===== config.mk =====
export PLATFORM = sky130hd
export DESIGN_NAME = vga_sync_gen
export DESIGN_NICKNAME = d
export VERILOG_FILES = /design/src/rtl/vga_sync_gen.sv
export SDC_FILE = /design/constraint.sdc
export NUM_CORES = 1
export LEC_CHECK = 0
export BUFFER_PORTS_ARGS = -buffer_cell sky130_fd_sc_hd__buf_2
export CORE_AREA = 8 8 59 61
export CTS_CLUSTER_DIAMETER = 40
export DETAILED_ROUTE_END_ITERATION = 16
export DIE_AREA = 0 0 67 69
export GPL_TIMING_DRIVEN = 1
export PLACE_DENSITY = 0.82
export SYNTH_ARGS = -nofsm -noshare
export SYNTH_HDL_FRONTEND = slang
export SYNTH_SLANG_ARGS = --single-unit

===== constraint.sdc =====
create_clock -name clk -period 2.5 [get_ports clk]
set_input_delay 0.5 -clock clk [delete_from_list [all_inputs] [get_ports clk]]
set_output_delay 0.5 -clock clk [all_outputs]
set_load 0.01 [all_outputs]

===== src/rtl/vga_sync_gen.sv =====
// vga_sync_gen: raster timing generator. Divides clk into a pixel tick,
// runs horizontal/vertical counters and decodes sync, blanking and
// end-of-frame strobes from them.
// Optional feature macro: VGA_SYNC_OUTREG_EN -- when defined, hsync/vsync
// are registered on pixel ticks (glitch-free, one pixel period of lag);
// when undefined they are decoded combinationally from the counters.
// PIX_DIV must lie in 1..16; H_TOTAL and V_TOTAL must not exceed 1024.
module vga_sync_gen #(
  parameter int unsigned H_DISPLAY = 640,
  parameter int unsigned H_FRONT   = 16,
  parameter int unsigned H_SYNC    = 96,
  parameter int unsigned H_BACK    = 48,
  parameter int unsigned V_DISPLAY = 480,
  parameter int unsigned V_FRONT   = 10,
  parameter int unsigned V_SYNC    = 2,
  parameter int unsigned V_BACK    = 33,
  parameter int unsigned PIX_DIV   = 2
) (
  input  logic       clk,
  input  logic       reset_n,
  output logic       p_tick,
  output logic       hsync,
  output logic       vsync,
  output logic       video_on,
  output logic [9:0] pix_x,
  output logic [9:0] pix_y,
  output logic       frame_start
);

  localparam int unsigned DIV_W   = 4;
  localparam int unsigned CNT_W   = 10;
  localparam int unsigned H_TOTAL = H_DISPLAY + H_FRONT + H_SYNC + H_BACK;
  localparam int unsigned V_TOTAL = V_DISPLAY + V_FRONT + V_SYNC + V_BACK;

  localparam logic [DIV_W-1:0] DIV_LAST = DIV_W'(PIX_DIV - 1);
  localparam logic [CNT_W-1:0] H_LAST   = CNT_W'(H_TOTAL - 1);
  localparam logic [CNT_W-1:0] V_LAST   = CNT_W'(V_TOTAL - 1);
  localparam logic [CNT_W-1:0] H_VIS    = CNT_W'(H_DISPLAY);
  localparam logic [CNT_W-1:0] V_VIS    = CNT_W'(V_DISPLAY);
  localparam logic [CNT_W-1:0] HS_FIRST = CNT_W'(H_DISPLAY + H_FRONT);
  localparam logic [CNT_W-1:0] HS_LAST  = CNT_W'(H_DISPLAY + H_FRONT + H_SYNC - 1);
  localparam logic [CNT_W-1:0] VS_FIRST = CNT_W'(V_DISPLAY + V_FRONT);
  localparam logic [CNT_W-1:0] VS_LAST  = CNT_W'(V_DISPLAY + V_FRONT + V_SYNC - 1);

  logic [DIV_W-1:0] div_cnt, div_nxt;
  logic [CNT_W-1:0] h_cnt, h_nxt;
  logic [CNT_W-1:0] v_cnt, v_nxt;
  logic             h_wrap;
  logic             v_wrap;
  logic             hsync_raw;
  logic             vsync_raw;

  // Pixel strobe and wrap decodes from the current counter state
  assign p_tick = (div_cnt == DIV_LAST);
  assign h_wrap = (h_cnt == H_LAST);
  assign v_wrap = (v_cnt == V_LAST);

  // Next-state for divider and raster counters; counters only move on p_tick
  always_comb begin
    div_nxt = div_cnt;
    h_nxt   = h_cnt;
    v_nxt   = v_cnt;
    if (p_tick) begin
      div_nxt = '0;
      if (h_wrap) begin
        h_nxt = '0;
        v_nxt = v_wrap ? '0 : v_cnt + CNT_W'(1);
      end else begin
        h_nxt = h_cnt + CNT_W'(1);
      end
    end else begin
      div_nxt = div_cnt + DIV_W'(1);
    end
  end

  // Counter state registers
  always_ff @(posedge clk or negedge reset_n) begin
    if (!reset_n) begin
      div_cnt <= '0;
      h_cnt   <= '0;
      v_cnt   <= '0;
    end else begin
      div_cnt <= div_nxt;
      h_cnt   <= h_nxt;
      v_cnt   <= v_nxt;
    end
  end

  // Coordinate, blanking and end-of-frame decodes (zero latency)
  assign pix_x       = h_cnt;
  assign pix_y       = v_cnt;
  assign video_on    = (h_cnt < H_VIS) && (v_cnt < V_VIS);
  assign frame_start = p_tick && h_wrap && v_wrap;

  // Active-low sync windows
  assign hsync_raw = !((h_cnt >= HS_FIRST) && (h_cnt <= HS_LAST));
  assign vsync_raw = !((v_cnt >= VS_FIRST) && (v_cnt <= VS_LAST));

`ifdef VGA_SYNC_OUTREG_EN
  logic hsync_q;
  logic vsync_q;

  // Sync outputs retimed on pixel ticks; lag the coordinates by one pixel
  always_ff @(posedge clk or negedge reset_n) begin
    if (!reset_n) begin
      hsync_q <= 1'b1;
      vsync_q <= 1'b1;
    end else if (p_tick) begin
      hsync_q <= hsync_raw;
      vsync_q <= vsync_raw;
    end
  end

  assign hsync = hsync_q;
  assign vsync = vsync_q;
`else
  assign hsync = hsync_raw;
  assign vsync = vsync_raw;
`endif

endmodule


After elaboration in Yosys (flattened, before gate mapping)
Cells that the tools add are included.
Storage, ports and cells
  bits in registers: 24
  latch bits: 0
  bits in writable memories: 0
  bits in read-only memories: 0
  bits of input ports: 2
  output and inout port bits: 25
  logic and storage cells: 26
  memories: 0
Operators by class
  $add $sub $neg: 3
  multipliers: 0
  divide/modulo/power cells: 0
  magnitude comparators: 6
  equality and inequality tests: 3
  shifts and indexed selects: 0
  mux-type cells: 3
  bitwise operators: 0
  reductions and logical operators: 8
Operators by type and width (number)
  $add A10 B1 Y10 const B: 2
  $eq A10 B10 Y1 const B: 2
  $mux W10: 2
  $ge A10 B10 Y1 const B: 1
  $ge A10 B9 Y1 const B: 1
  $le A10 B10 Y1 const B: 1
  $le A10 B9 Y1 const B: 1
  $lt A10 B10 Y1 const B: 1
  $lt A10 B9 Y1 const B: 1
  $logic_and A1 B1 Y1: 5
  $add A4 B1 Y4 const B: 1
  $eq A4 B1 Y1 const B: 1
  $mux W4: 1
  $logic_not A1 Y1: 2
  $reduce_and A2 Y1: 1

Logic depth before layout (Yosys ltp)
Gate-level depths: netlist (run 1).
  word-level depth: 3
  depth in mapped cells: 7
  gate-level depth less buffers: 6

Worst setup path after synthesis (run 1)
Ideal clock, no wire load.
  path type: register to output
  start point: register h_cnt[0], in the netlist pix_x[0]
  end point: output frame_start
  arrival time: 1.437 ns
  required time: 2.000 ns
  path slack: 0.563 ns
  cell stages (with the launch flop): 6
  buffers on the path: 1
  path through: dfrtp_1 ha_1 and3_1 clkbuf_1 nand4_4 nor2_1
Between the ends
  word-level cells in the longest chain between the ends: 3
Ends and longest elaborated chain
  from (decl): RTL line 46  | logic [CNT_W-1:0] h_cnt, h_nxt;
  from (signal assigned): RTL line 84  | h_cnt <= h_nxt;
  $eq A10 B10 Y1: RTL line 55  | assign h_wrap = (h_cnt == H_LAST);
  $logic_and A1 B1 Y1 (2 in a row): RTL line 93  | assign frame_start = p_tick && h_wrap && v_wrap;
  to (decl): RTL line 27  | output logic frame_start
No other way between the ends.

Worst setup path after layout (run 1)
  start point: register v_cnt[0], in the netlist pix_y[0]
  end point: output frame_start
Between the ends
  word-level cells in the longest chain between the ends: 2
Ends and longest elaborated chain
  from (decl): RTL line 47  | logic [CNT_W-1:0] v_cnt, v_nxt;
  from (signal assigned): RTL line 85  | v_cnt <= v_nxt;
  $eq A10 B10 Y1: RTL line 56  | assign v_wrap = (v_cnt == V_LAST);
  $logic_and A1 B1 Y1: RTL line 93
No other way between the ends.

==> metrics.cfg, run 1 <==
[worst_setup_path]
crit_fanout=5
cp.arrival_ps=1910
reg2reg_to=pix_y[9]
worstSetupPathType=flip-flop to output port
r2r_cells=5
worstPathRequired_ps=2000
r2r_start=div_cnt[1]
r2r_slack_ps=680
crit_path_end_kind=output port
crit_path_start_kind=flip-flop

[synth]
async_flop_share=1.00
avgSynthCellArea_sq_um=10.3
yosysMostFrequentCell=dfrtp_1
ys_seq_area_frac=0.480
yosysTopAreaCell=dfrtp_1
synth_seq_cells=24
synth_top_area_share=0.480
syn_inst=121
netlist_top_cells_count=dfrtp_1, nand2_1, nand3_1
synth_area_sq_um=1250
ys_warn_count=0
synthFlopType=dfrtp_1
synth.net_count=127
ys_types=31
ys_top_cells_by_area=dfrtp_1, xor2_1, xnor2_1
synth_enable_flop_cells=0

[placement]
port_buffers=26
postPlaceCellArea_sq_um=1410
gp_congestion=0.798
dp.cells=176
place_ws_ps=321
hpwl_mm=2.11

[power]
p_per_area_nw_per_um2=408
p_sw_w=0.000119
intPower_w=0.000478
seqPwrFrac=0.650
p_clk_frac=0.337
ir_worst_vdd_mv=0.277
p_leak_nw=0.717
fin_total_pwr_w=0.000597
swShare=0.200
comb_power_share=0.013

[clock_tree]
clk_pin_slew_ps=130
ctsLongestPathBuffers=2
holdBufCountCts=0
clk_root_buffer_cell=clkbuf_4
htreeDepth=1
cts_sinks=24
cts_tree=done
clk_latency_ps=310
cts_made_buffers=3

[flow_run]
drv_cap=0

[layout]
antenna_cells=0
seq_area_sq_um=601
stdcell_area_sq_um=1460
nets=157
nFillCells=244
finalNonFillerCells=181
area_growth_pct=17.1
drive_gt1_frac=0.247
multi_input_area_sq_um=624

[global_routing]
grt_pass1_wl_mm=4.71
grt_pass1_vias=1081
grt_start_max_net_pins=25
grt_usage=0.124
gr-total-overflow=0
antenna_found_initial=0

[route]
drt_iter0_markers=55
drc_errors=0
vias=1026
drt_wl_total_mm=2.79
routedWlPerCell_microns=15.4
drt_pre_antenna_iters=4
ant_nets=0
viasPerCell=5.67

[floorplan]
start_util=0.478
rows=19
dieArea_sq_um=4620
die_w_microns=67
io_pins=27
die_y_microns=69
fp.coreArea_sq_um=2620

[sta]
whs_ps=143
final_hold_viol_count=0
tightest_slew_ps=523
slew_violations=0
fin_crit_ps=2410
slew_headroom=0.652
setup_slack_ps=94.8
max_freq_mhz=416
period_share=0.962
finalSetupViolCount=0
skew_ps=3.86

[outcome]
status=finished clean

[min_path]
hold_class=input pin to asynchronous set/reset pin

[cells in the final DEF (no fill, tap or decap), types with 2 or more instances in the layout]
cell type / count
buf_4: 2
and3_1: 3
nand2_1: 12
o41ai_1: 2
ha_1: 4
or4_1: 2
xnor2_1: 6
and4_1: 2
a21oi_1: 2
nor2_1: 6
nand3_1: 8
dfrtp_1: 24
nor4b_4: 2
nor4_1: 2
buf_2: 26
xor2_1: 7
o21ai_0: 7
nor3_1: 6
nand4_1: 7
clkbuf_4: 3
inv_1: 5
[metal layers]
layer,routed length [microns],track usage,vias to the layer above
li1,-,-,494
met1,1210,0.152,503
met2,1340,0.191,27
met3,221,0.0355,2
met4,14,0.0581,0
met5,0,0,-
[flip-flops by register name, summed over array words and instances (netlist names)]
signal / cells
pix_x: 10
pix_y: 10
div_cnt: 4
[how the worst max path moves through the flow]
| stage | start | end | slack [ps] | depth (start not counted) |
|---|---|---|---|---|
| 2_1_floorplan | pix_x[0] | frame_start | 560 | 5 |
| 3_3_place_gp | pix_y[0] | frame_start | 480 | 6 |
| 3_5_place_dp | pix_y[0] | frame_start | 320 | 6 |
| 4_1_cts | pix_y[0] | frame_start | 20 | 6 |
| 5_1_grt | pix_y[0] | frame_start | -10 | 6 |
| 6_report | pix_y[0] | frame_start | 90 | 6 |
[cell type report]
cell class                 count  share of cell area
clock buffer                   4              0.0248
inverter                       5              0.0128
multi-input combinational     89               0.426
sequential                    24               0.410
tap                           31              0.0265
timing repair buffer          28              0.0991
[worst max-delay path, cell delays in order, from the launching register on]
cell	delay [ps]
dfrtp_1	450
inv_1	110
ha_1	160
nor4bb_1	270
nand4_1	240
nor2_4	200
buf_2	160
[power by group through the flow]
stage          registers, W       logic [W]  clock network (W)
3_3_place_gp       0.000396      0.00000802                  0
2_1_floorplan      0.000396  0.000000000251                  0
6_report           0.000388      0.00000766           0.000201
3_5_place_dp       0.000396      0.00000854                  0
5_1_grt            0.000388      0.00000949           0.000222
4_1_cts            0.000388      0.00000847           0.000209
[stage by stage]
stage | TNS, ps | util
floorplan | 0 | -
finish | 0 | 0.560
detailed placement | 0 | 0.540
global route | -14.7 | 0.560
CTS | 0 | 0.555
global placement | 0 | 0.540
[logic make-up after synthesis]
kind of cell,count (synthesis),share of synthesized area
flip-flops,24,0.480
buffers and inverters,8,0.0260
AO/OA/AOI/OAI,14,0.0681
XOR/XNOR,13,0.0911
multiplexers,1,0.00901
AND/OR/NAND/NOR,57,0.285
adder cells (fa/ha/maj),4,0.0400
[repair_timing]
action	4_1_cts	5_1_grt
setup buffers	0	1
resized for setup	1	1
pin swaps	0	2
setup endpoints to repair	1	1
endpoints found under the hold margin	0	0
(Power assumes the default switching activity.)
==> run 2: changes to the inputs <==
--- a/config.mk
+++ b/config.mk
@@ -6,12 +6,12 @@
 export NUM_CORES = 1
 export LEC_CHECK = 0
 export BUFFER_PORTS_ARGS = -buffer_cell sky130_fd_sc_hd__buf_2
-export CORE_AREA = 8 8 59 61
+export CORE_AREA = 8 8 57 59
 export CTS_CLUSTER_DIAMETER = 40
 export DETAILED_ROUTE_END_ITERATION = 16
-export DIE_AREA = 0 0 67 69
+export DIE_AREA = 0 0 65 67
 export GPL_TIMING_DRIVEN = 1
-export PLACE_DENSITY = 0.82
+export PLACE_DENSITY = 0.87
 export SYNTH_ARGS = -nofsm -noshare
 export SYNTH_HDL_FRONTEND = slang
 export SYNTH_SLANG_ARGS = --single-unit
==> run 2 against run 1 <==
Clock power fell by 3%. Setup slack improved by 110 ps. Routed wire length fell by 2.9%. Non-clock buffer count did not move. Utilization rose by 5.9 points. Design area barely moved. Clock skew fell by 3.0 ps. Sequential power barely moved. Hold slack improved by 5.8 ps. Sequential share of layout area barely moved. Global-route usage rose by 1.0 points.
==> metrics.cfg, run 2 (synthesized netlist as in run 1, its figures left out) <==
[power]
p_per_area_nw_per_um2=404
seqPwrFrac=0.656
ir_worst_vdd_mv=0.344
intPower_w=0.000478
p_clk_frac=0.331
p_sw_w=0.000114
swShare=0.192
p_leak_nw=0.717
comb_power_share=0.013

[layout]
utilization=0.619
stdcell_area_sq_um=1460
area_growth_pct=17.0
finalNonFillerCells=180
final_cell_mix=buf_2, dfrtp_1, nand2_1
antenna_cells=0
final_common_cell=buf_2
nFillCells=205
nets=157
drive_gt1_frac=0.247

[clock_tree]
cts_sinks=24
clk_latency_ps=300
ctsLongestPathBuffers=2
cts_tree=done
htreeDepth=1
cts_made_buffers=3
clk_root_buffer_cell=clkbuf_4
clk_pin_slew_ps=120

[worst_setup_path]
worstSetupPathType=flip-flop to output port
worstPathRequired_ps=2000
cp.arrival_ps=1800
crit_fanout=5
r2r_cells=5
crit_path_start_kind=flip-flop
crit_path_end_kind=output port

[sta]
final_hold_viol_count=0
whs_ps=148
slew_headroom=0.652
max_freq_mhz=435
fin_crit_ps=2300
tightest_slew_ps=522
finalSetupViolCount=0
slew_violations=0
period_share=0.919
skew_ps=0.822

[route]
drt_pre_antenna_iters=4
drt_iter0_markers=78
drc_errors=0
met2_length_mm=1.20
route.top_layer_used=met4
drt_wl_total_mm=2.71
wl_met1_mm=1.19
wl_met3_microns=298
ant_nets=0
vias=1033
viasPerCell=5.74
routedWlPerCell_microns=15.0

[floorplan]
die_y_microns=67
io_pins=27
die_w_microns=65
dieArea_sq_um=4360
start_util=0.529
rows=18
fp.coreArea_sq_um=2360

[global_routing]
antenna_found_initial=0
grt_pass1_wl_mm=4.63
grt_start_max_net_pins=25
grt_usage=0.134
gr-total-overflow=0
grt_pass1_vias=1071

[placement]
dp.cells=175
postPlaceCellArea_sq_um=1410
port_buffers=26
hpwl_mm=2.08
gp_congestion=0.807

[flow_run]
drv_cap=0

[outcome]
status=finished clean

[min_path]
hold_class=input pin to asynchronous set/reset pin

-- run 2: cell counts in the layout (fill, tap and decap cells not counted) --
Identical to the previous run, type by type.
-- run 2: per-layer routing --
metal / vias up / track usage
li1: 496 / -
met3: 4 / 0.0638
met2: 33 / 0.222
met1: 500 / 0.150
met5: - / 0
met4: 0 / 0.0381
-- run 2: worst paths after layout --
kind                                  from  slack, ps           to
worst max-delay path              pix_y[0]        200  frame_start
worst min-delay path               reset_n        150     pix_y[2]
worst max register to register  div_cnt[1]        650     pix_y[9]
min in group clk                div_cnt[0]        510   div_cnt[0]
max in group asynchronous          reset_n       2000     pix_y[8]
worst min register to register  div_cnt[0]        510   div_cnt[0]
-- run 2: per-stage QoR --
| stage | setup TNS (ps) | total power [W] | setup slack, ps |
|---|---|---|---|
| finish | 0 | 0.000591 | 203 |
| global route | -6.96 | 0.000618 | -6.96 |
| CTS | 0 | 0.000599 | 50.9 |
| detailed placement | 0 | 0.000404 | 404 |
| global placement | 0 | 0.000404 | 477 |
| floorplan | 0 | 0.000396 | 563 |
-- run 2: area by class of cell --
cell class | count | area, sq um | area share
multi-input combinational | 89 | 624 | 0.427
sequential | 24 | 601 | 0.411
timing repair buffer | 28 | 145 | 0.0992
tap | 30 | 37.5 | 0.0257
clock buffer | 4 | 36.3 | 0.0248
inverter | 5 | 18.8 | 0.0128
-- run 2: power by group through the flow --
stage	logic, W	clock network, W	registers (W)
after detailed placement	0.00000838	0	0.000396
final	0.00000762	0.000195	0.000388
after CTS	0.00000848	0.000202	0.000388
after global placement	0.00000814	0	0.000396
after global routing	0.00000946	0.000220	0.000388
after floorplan	0.000000000251	0	0.000396
-- run 2: timing repair --
action / in CTS / in global routing
setup buffers: 0 / 1
resized for setup: 0 / 2
hold buffers: 0 / 0
setup endpoints to repair: 0 / 1
-- run 2: critical path, cell delays in order (launching register included) --
cell and delay (ps):
dfrtp_1 450, inv_1 110, ha_1 150, nor4bb_1 200, nand4_1 210, nor2_4 210
buf_2 160
==> run 3: changes to the inputs <==
==> config.mk (replaced) <==
export PLATFORM = sky130hd
export DESIGN_NAME = vga_sync_gen
export DESIGN_NICKNAME = d
export VERILOG_FILES = /design/src/rtl/vga_sync_gen.sv
export SDC_FILE = /design/constraint.sdc
export NUM_CORES = 1
export LEC_CHECK = 0
export ABC_AREA = 1
export BUFFER_PORTS_ARGS = -buffer_cell sky130_fd_sc_hd__buf_2
export CORE_AREA = 8 8 60 62
export CTS_CLUSTER_DIAMETER = 40
export DETAILED_ROUTE_END_ITERATION = 16
export DIE_AREA = 0 0 68 70
export GPL_TIMING_DRIVEN = 1
export PLACE_DENSITY = 0.85
export SYNTH_ARGS = -nofsm -noshare
export SYNTH_HDL_FRONTEND = slang
export SYNTH_SLANG_ARGS = --single-unit
==> run 3 against run 2 <==
Sequential power barely moved. Global-route usage rose by 0.17 points. Highest routed layer unchanged. Critical endpoint unchanged. Design area rose by 8.1%.
==> metrics.cfg, run 3 <==
[layout]
final_cell_mix=nand2_1, buf_2, dfrtp_1
multi_input_area_sq_um=651
area_growth_pct=14.1
seq_area_sq_um=601
stdcell_area_sq_um=1580
final_common_cell=nand2_1
drive_gt1_frac=0.211
nets=211
antenna_cells=0
nFillCells=253

[worst_setup_path]
crit_path_start_kind=flip-flop
worstPathRequired_ps=2000
crit_fanout=7
worstSetupPathType=flip-flop to output port
cp.arrival_ps=1760
crit_path_end_kind=output port

[global_routing]
antenna_found_initial=0
grt_pass1_wl_mm=5.13
grt_usage=0.136
grt_start_max_net_pins=25
gr-total-overflow=0
grt_pass1_vias=1181

[synth]
synth_area_sq_um=1390
ys_top_cells_by_area=dfrtp_1, nand2_1, nand3_1
syn_inst=178
avgSynthCellArea_sq_um=7.79
yosysTopAreaCell=dfrtp_1
synth.net_count=184
yosysMostFrequentCell=nand2_1
synth_top_area_share=0.433
synth_seq_cells=24
netlist_top_cells_count=nand2_1, dfrtp_1, inv_1
async_flop_share=1.00
synthFlopType=dfrtp_1
ys_types=24
synth_enable_flop_cells=0
ys_seq_area_frac=0.433
ys_warn_count=0

[clock_tree]
clk_pin_slew_ps=130
htreeDepth=1
post_cts_buffers=0
cts_made_buffers=3
clk_latency_ps=320
ctsLongestPathBuffers=2
cts_sinks=24
ctsResizeCount=0
clk_root_buffer_cell=clkbuf_4
cts_tree=done
holdBufCountCts=0

[sta]
max_freq_mhz=442
slew_violations=0
final_hold_viol_count=0
period_share=0.905
skew_ps=7.45
slew_headroom=0.647
rsz0062_at_grt=false
finalSetupViolCount=0
setup_tns_ps=0
tightest_slew_ps=530
fin_crit_ps=2260

[route]
drc_errors=0
drt_wl_total_mm=2.93
viasPerCell=5.21
vias=1225
drt_pre_antenna_iters=4
drt_iter0_markers=54
routedWlPerCell_microns=12.5
ant_nets=0

[min_path]
hold_class=input pin to asynchronous set/reset pin

[flow_run]
drv_cap=0

[power]
p_per_area_nw_per_um2=426
intPower_w=0.000551
comb_power_share=0.011
p_leak_nw=0.824
seqPwrFrac=0.576
p_clk_frac=0.413
p_sw_w=0.000124
ir_worst_vdd_mv=0.417
swShare=0.183

[floorplan]
start_util=0.521
rows=19
die_w_microns=68
dieArea_sq_um=4760
die_y_microns=70
io_pins=27
fp.coreArea_sq_um=2660

[outcome]
status=finished clean

[placement]
hpwl_mm=2.15
gp_congestion=0.873
port_buffers=26
postPlaceCellArea_sq_um=1530

## run 3: final timing paths
kind / startpoint / cells after the start / to / slack (ps)
setup / recovery: pix_y[0] / 7 / frame_start / 240
min in group clk: div_cnt[0] / 1 / div_cnt[0] / 510
setup reg to reg: pix_x[1] / 8 / pix_y[2] / 870
hold reg to reg: div_cnt[0] / 1 / div_cnt[0] / 510
max in group asynchronous: reset_n / 1 / pix_y[7] / 2010
hold / removal: reset_n / 1 / div_cnt[3] / 140
## run 3: metal layers
layer  GRT usage  share of wire  vias to the layer above
met5           0              0                        -
met4      0.0752          0.031                        0
met3      0.0319          0.063                        7
met2       0.207           0.43                       37
met1       0.168           0.47                      561
li1            -              -                      620
## run 3: per-stage QoR
step | utilization | setup WS, ps | total power, W | hold slack, ps | cells
after CTS | 0.594 | 256 | 0.000681 | 145 | 235
after floorplan | - | 806 | 0.000396 | 204 | 178
after global placement | 0.574 | 702 | 0.000404 | 474 | 231
after detailed placement | 0.574 | 639 | 0.000404 | 473 | 231
after global routing | 0.594 | 48.6 | 0.000695 | 176 | 235
final | 0.594 | 239 | 0.000674 | 139 | 235
## run 3: critical path, cell delays in order, from the launching register on
cell and delay, ps:
dfrtp_1 470, inv_1 120, ha_1 150, nand2_1 60, nor2_1 90, nand3_1 240, nor2_1 170, buf_2 140
## run 3: kinds of logic (layout without fill, tap and decap cells)
kind of cell | count (synthesis) | after routing | share of synthesized area
DFF | 24 | 24 | 0.433
buffers and inverters | 32 | 58 | 0.0975
AOI/OAI and AO/OA | 14 | 14 | 0.0523
and+or+nand+nor | 95 | 95 | 0.324
xor gates and xnor gates | 9 | 9 | 0.0569
adders and majority gates | 4 | 4 | 0.0361
## run 3: area by class of cell
cell class	count	share of cell area
Clock inverter	1	0.0190
Clock buffer	3	0.0142
Timing Repair Buffer	27	0.0870
Sequential cell	24	0.380
Multi-Input combinational cell	122	0.411
Tap cell	31	0.0245
Inverter	27	0.0641
## run 3: power by group through the flow
stage,registers [W],logic (W),clock network [W]
3_5_place_dp,0.000396,0.00000846,0
4_1_cts,0.000388,0.00000831,0.000285
2_1_floorplan,0.000396,0.000000000374,0
6_report,0.000388,0.00000773,0.000279
5_1_grt,0.000388,0.00000965,0.000297
3_3_place_gp,0.000396,0.00000828,0
